File: src/rtl/uart_pkg.sv
// Shared UART definitions: TX FSM state encoding and output-mux select codes.
package uart_pkg;

  localparam int unsigned DEF_WIDTH = 8;
  localparam int unsigned MUX_W     = 2;

  // Output mux select codes, shared with MUX4x1 and the RX side
  localparam logic [MUX_W-1:0] MUX_START = 2'b00;
  localparam logic [MUX_W-1:0] MUX_STOP  = 2'b01;
  localparam logic [MUX_W-1:0] MUX_DATA  = 2'b10;
  localparam logic [MUX_W-1:0] MUX_PAR   = 2'b11;

  typedef enum logic [2:0] {
    ST_IDLE   = 3'd0,
    ST_START  = 3'd1,
    ST_DATA   = 3'd2,
    ST_PARITY = 3'd3,
    ST_STOP   = 3'd4
  } tx_state_e;

  // Mux select driven while the FSM sits in a given state; idle and stop both hold the line high
  function automatic logic [MUX_W-1:0] mux_for_state(input tx_state_e st);
    logic [MUX_W-1:0] sel;
    sel = MUX_STOP;
    case (st)
      ST_START:  sel = MUX_START;
      ST_DATA:   sel = MUX_DATA;
      ST_PARITY: sel = MUX_PAR;
      default:   sel = MUX_STOP;
    endcase
    return sel;
  endfunction

endpackage

File: src/rtl/uart_parity_calc.sv
// Registered parity generator: captures even/odd parity of a word on load, holds it otherwise.
module uart_parity_calc
  import uart_pkg::*;
#(
  parameter int unsigned WIDTH = DEF_WIDTH
) (
  input  logic             CLK,
  input  logic             RST,
  input  logic [WIDTH-1:0] data,
  input  logic             PAR_TYP,
  input  logic             load,
  output logic             par_bit
);

  logic par_q;
  logic par_d;

  // Even parity is the XOR reduction; odd parity inverts it
  always_comb begin
    par_d = par_q;
    if (load) begin
      par_d = (^data) ^ PAR_TYP;
    end
  end

  // Parity register, cleared asynchronously
  always_ff @(posedge CLK or negedge RST) begin
    if (!RST) begin
      par_q <= 1'b0;
    end else begin
      par_q <= par_d;
    end
  end

  assign par_bit = par_q;

endmodule

File: src/rtl/uart_tx_ctrl.sv
// UART transmit controller: start / LSB-first data / optional parity / stop, one bit per CLK.
module uart_tx_ctrl
  import uart_pkg::*;
#(
  parameter int unsigned WIDTH = DEF_WIDTH
) (
  input  logic             CLK,
  input  logic             RST,
  input  logic [WIDTH-1:0] P_DATA,
  input  logic             DATA_VALID,
  input  logic             PAR_EN,
  input  logic             PAR_TYP,
  output logic             ser_data,
  output logic             par_bit,
  output logic [MUX_W-1:0] mux_sel,
  output logic             busy
);

  localparam int unsigned CNT_W = $clog2(WIDTH);
  localparam logic [CNT_W-1:0] CNT_LAST = CNT_W'(WIDTH - 1);

  tx_state_e        state_q, state_d;
  logic [CNT_W-1:0] cnt_q, cnt_d;
  logic [WIDTH-1:0] data_q, data_d;
  logic             par_en_q, par_en_d;
  logic [MUX_W-1:0] mux_sel_q, mux_sel_d;
  logic             busy_q, busy_d;
  logic             ser_data_q, ser_data_d;
  logic             load_c;

  // Next-state, datapath and next-output decode; outputs are derived from next registered values only
  always_comb begin
    state_d  = state_q;
    cnt_d    = cnt_q;
    data_d   = data_q;
    par_en_d = par_en_q;
    load_c   = 1'b0;

    case (state_q)
      ST_IDLE: begin
        if (DATA_VALID) begin
          data_d   = P_DATA;
          par_en_d = PAR_EN;
          load_c   = 1'b1;
          state_d  = ST_START;
        end
      end
      ST_START: begin
        cnt_d   = '0;
        state_d = ST_DATA;
      end
      ST_DATA: begin
        if (cnt_q == CNT_LAST) begin
          cnt_d   = '0;
          state_d = par_en_q ? ST_PARITY : ST_STOP;
        end else begin
          cnt_d = cnt_q + CNT_W'(1);
        end
      end
      ST_PARITY: begin
        state_d = ST_STOP;
      end
      ST_STOP: begin
        state_d = ST_IDLE;
      end
      default: begin
        state_d = ST_IDLE;
        cnt_d   = '0;
      end
    endcase

    mux_sel_d  = mux_for_state(state_d);
    busy_d     = (state_d != ST_IDLE);
    ser_data_d = (state_d == ST_DATA) ? data_d[cnt_d] : 1'b0;
  end

  // State, counter, latch and output registers; reset returns the line to idle immediately
  always_ff @(posedge CLK or negedge RST) begin
    if (!RST) begin
      state_q    <= ST_IDLE;
      cnt_q      <= '0;
      data_q     <= '0;
      par_en_q   <= 1'b0;
      mux_sel_q  <= MUX_STOP;
      busy_q     <= 1'b0;
      ser_data_q <= 1'b0;
    end else begin
      state_q    <= state_d;
      cnt_q      <= cnt_d;
      data_q     <= data_d;
      par_en_q   <= par_en_d;
      mux_sel_q  <= mux_sel_d;
      busy_q     <= busy_d;
      ser_data_q <= ser_data_d;
    end
  end

  // Parity is computed from the word being accepted so it is valid from the START cycle onward
  uart_parity_calc #(
    .WIDTH(WIDTH)
  ) u_parity (
    .CLK     (CLK),
    .RST     (RST),
    .data    (P_DATA),
    .PAR_TYP (PAR_TYP),
    .load    (load_c),
    .par_bit (par_bit)
  );

  assign mux_sel  = mux_sel_q;
  assign busy     = busy_q;
  assign ser_data = ser_data_q;

endmodule

File: config.mk
export PLATFORM = sky130hd
export DESIGN_NAME = uart_tx_ctrl
export DESIGN_NICKNAME = d
export VERILOG_FILES = /design/src/rtl/uart_pkg.sv /design/src/rtl/uart_parity_calc.sv /design/src/rtl/uart_tx_ctrl.sv
export SDC_FILE = /design/constraint.sdc
export NUM_CORES = 1
export LEC_CHECK = 0
export CORE_MARGIN = 2
export CORE_UTILIZATION = 50
export DETAILED_ROUTE_END_ITERATION = 8
export GPL_TIMING_DRIVEN = 0
export PLACE_DENSITY = 0.77
export RECOVER_POWER = 50
export SKIP_LAST_GASP = 1
export SYNTH_ARGS = -nofsm -noshare
export SYNTH_HDL_FRONTEND = slang
export SYNTH_SLANG_ARGS = --single-unit
File: constraint.sdc
create_clock -name CLK -period 2.7 [get_ports CLK]
set_clock_uncertainty 0.15 [all_clocks]
set_input_delay 0.54 -clock CLK [delete_from_list [all_inputs] [get_ports CLK]]
set_output_delay 0.54 -clock CLK [all_outputs]
set_load 0.03 [all_outputs]
==> results.json <==
{
  "num_antenna_cells": 0,
  "grt_start_max_net_pins": 21,
  "hold_class": "reg -> reg",
  "port_buffers": 17,
  "crit_type": "in -> reg",
  "drt-initial-drc-count": 7,
  "p_leak_nw": 0.551,
  "dpl.hpwl_mm": 1.38,
  "end_kind": "register",
  "async_flop_share_pct": 100,
  "cts_resized": 0,
  "ff2ff_path_depth": 8,
  "status": "complete, no violations",
  "post_cts_buffers": 0,
  "drv_cap": 0,
  "rsz0062_at_grt": "no",
  "synth.net_count": 96,
  "nNetsFinal": 118,
  "core_region_area_sq_um": 1940,
  "yosysTopAreaCellShare_pct": 46.8,
  "worstMarginPinSlew_ps": 876,
  "pwr-share-comb_pct": 50.4,
  "drt_first_pass_iters": 4,
  "setup-violations-final": 0,
  "wl_per_cell_um": 13.9,
  "syn_inst": 81,
  "vias": 676,
  "netlist_top_cells_count": "19 x dfrtp_1, 8 x mux2_2, 6 x mux2i_1, 6 x xnor2_1, 5 x nor2_1",
  "fmax_mhz": 405,
  "area.growth.synth_to_final_pct": 25.2,
  "synth_area_sq_um": 1020,
  "yosys_warnings": 0,
  "synthFlopType": "dfrtp_1",
  "path_clk_slew_ps": 120,
  "die_y_um": 49.1,
  "ys_seq_elements": 20,
  "intPower_mw": 0.974,
  "gp_congestion": 0.723,
  "ys_types": 26,
  "setup-tns-final_ps": 0,
  "nFillCells": 160,
  "finalNonFillerCells": 129,
  "hold_end": "data_q[5]",
  "ys_seq_area_share_pct": 49.4,
  "clock-sinks": 20,
  "crit_arrival_ps": 2520,
  "grt_usage_pct": 17.0,
  "worstPathRequired_ps": 2750,
  "drc": 0,
  "layout_setup_ws_ps": 230,
  "numCtsBuffers": 3,
  "clk_latency_ps": 310,
  "cts_tree": "built",
  "cts_max_path_buffers": 2,
  "switching_share_pct": 35.0,
  "finalCriticalPeriod_ps": 2470,
  "maxSlewViolCount": 0,
  "switchingPower_mw": 0.524,
  "power_mw": 1.50,
  "holdWs_ps": 355,
  "antenna_found_initial": 0,
  "seq_power_share_pct": 33.2,
  "start_util_pct": 52.3,
  "row_count": 16,
  "grt_pass1_vias": 656,
  "ant_nets": 0,
  "overflow": 0,
  "die_area_sq_um": 2410,
  "p_clk_share_pct": 16.4,
  "hold_viol": 0,
  "h-tree-depth": 1,
  "cp_max_fo": 10,
  "reg2reg_to": "ser_data",
  "avgViaCountPerCell": 5.24,
  "io_pins": 18,
  "synth-edff-count": 0,
  "yosysTopAreaCell": "dfrtp_1",
  "reg2reg_slack_ps": 320,
  "post-route-period-util_pct": 91.5,
  "drive_gt1_share_pct": 21.6,
  "root_buffer": "clkbuf_4",
  "hold_depth": 1,
  "synth_most_common_cell": "dfrtp_1",
  "min_from": "data_q[5]",
  "dp.cells": 125,
  "synth_area_leaders": "dfrtp_1 47%, mux2_2 8.9%, mux2i_1 5.9%, xnor2_1 5.2%, buf_6 3.3%",
  "power_density_nw_per_um2": 1180,
  "r2r-start": "cnt_q[0]",
  "pre_cts_slack_ps": -103,
  "cts_hold_buf": 0,
  "ir_drop_uv": 589,
  "avgSynthCellArea_sq_um": 12.5,
  "maxSlewHeadroom_pct": 41.4,
  "worstSetupStartpointType": "input pin",
  "drt-total-wl_mm": 1.80,
  "grt_pass1_wl_mm": 3.06,
  "die_w_um": 49.1
}
## state kept, by name, summed over array words and instances (netlist names)
| register | count |
|---|---|
| busy | 1 |
| state_q | 3 |
| u_parity.par_bit | 1 |
| ser_data | 1 |
| data_q | 8 |
| par_en_q | 1 |
| mux_sel | 2 |
| cnt_q | 3 |
## cells by family after synthesis
logic type	synth area share (%)
buffers and inverters	4.43
multiplexers	17.7
XOR/XNOR	6.90
adder cells (fa/ha/maj)	2.46
AND/OR/NAND/NOR	11.1
flip-flops	49.4
AO/OA/AOI/OAI	8.01
## through the flow
step                      utilization (%)  cell area (sq um)
after global routing                 65.5               1270
after detailed placement             62.8               1220
final                                65.5               1270
after global placement               62.8               1220
after CTS                            65.5               1270
after floorplan                         -               1020
## worst max-delay path by stage
| stage | end | startpoint | cells after the start | slack [ps] |
|---|---|---|---|---|
| 2_1_floorplan | ser_data | cnt_q[0] | 8 | 520 |
| 3_3_place_gp | ser_data | DATA_VALID | 8 | -70 |
| 3_5_place_dp | ser_data | DATA_VALID | 8 | -100 |
| 4_1_cts | ser_data | DATA_VALID | 8 | 220 |
| 5_1_grt | ser_data | DATA_VALID | 8 | 160 |
| 6_report | ser_data | DATA_VALID | 8 | 230 |
## per-layer routing
layer / track usage [%] / wire, um / vias to the layer above / share of wire, %
met1: 22.6 / 817 / 335 / 45
met2: 27.0 / 899 / 10 / 50
li1: - / - / 326 / -
met3: 2.45 / 40 / 5 / 2.2
met5: 0 / 0 / - / 0
met4: 8.57 / 40 / 0 / 2.2
## worst max-delay path, stage by stage
cell and delay [ps]:
clkdlybuf4s50_1 490, nor2b_4 160, nor3b_4 210, buf_6 180, mux2_2 350, mux2_2 270, o2bb2a_2 240, a31oi_1 80
## layout make-up
class                      instances  area (sq um)  area share, %
buffer                             3          33.8           2.65
clock buffer                       3          22.5           1.77
clock inverter                     1          30.0           2.36
inverter                           3          11.3          0.885
multi-input combinational         55           469           36.9
sequential                        20           502           39.4
tap                               27          33.8           2.65
timing repair buffer              17           170           13.4
## power by group through the flow
stage          clock network [mW]  registers [mW]  logic, mW
2_1_floorplan                   0           0.565      0.501
3_3_place_gp                    0           0.500      0.733
3_5_place_dp                    0           0.508      0.756
4_1_cts                     0.250           0.499      0.764
5_1_grt                     0.265           0.514      0.825
6_report                    0.246           0.498      0.755
## layout by cell type, fill, tap and decap left out, types with 2 or more instances in the layout
cell             instances
a31oi_1                  2
buf_6                    3
clkbuf_4                 3
clkdlybuf4s50_1         16
dfrtp_1                 19
ha_1                     2
inv_1                    3
mux2_2                   8
mux2_4                   2
mux2i_1                  6
nand2_1                  4
nor2_1                   5
nor3_1                   2
o21ai_0                  4
or3_1                    2
xnor2_1                  6
xor2_1                   2
(Power assumes the default switching activity.)
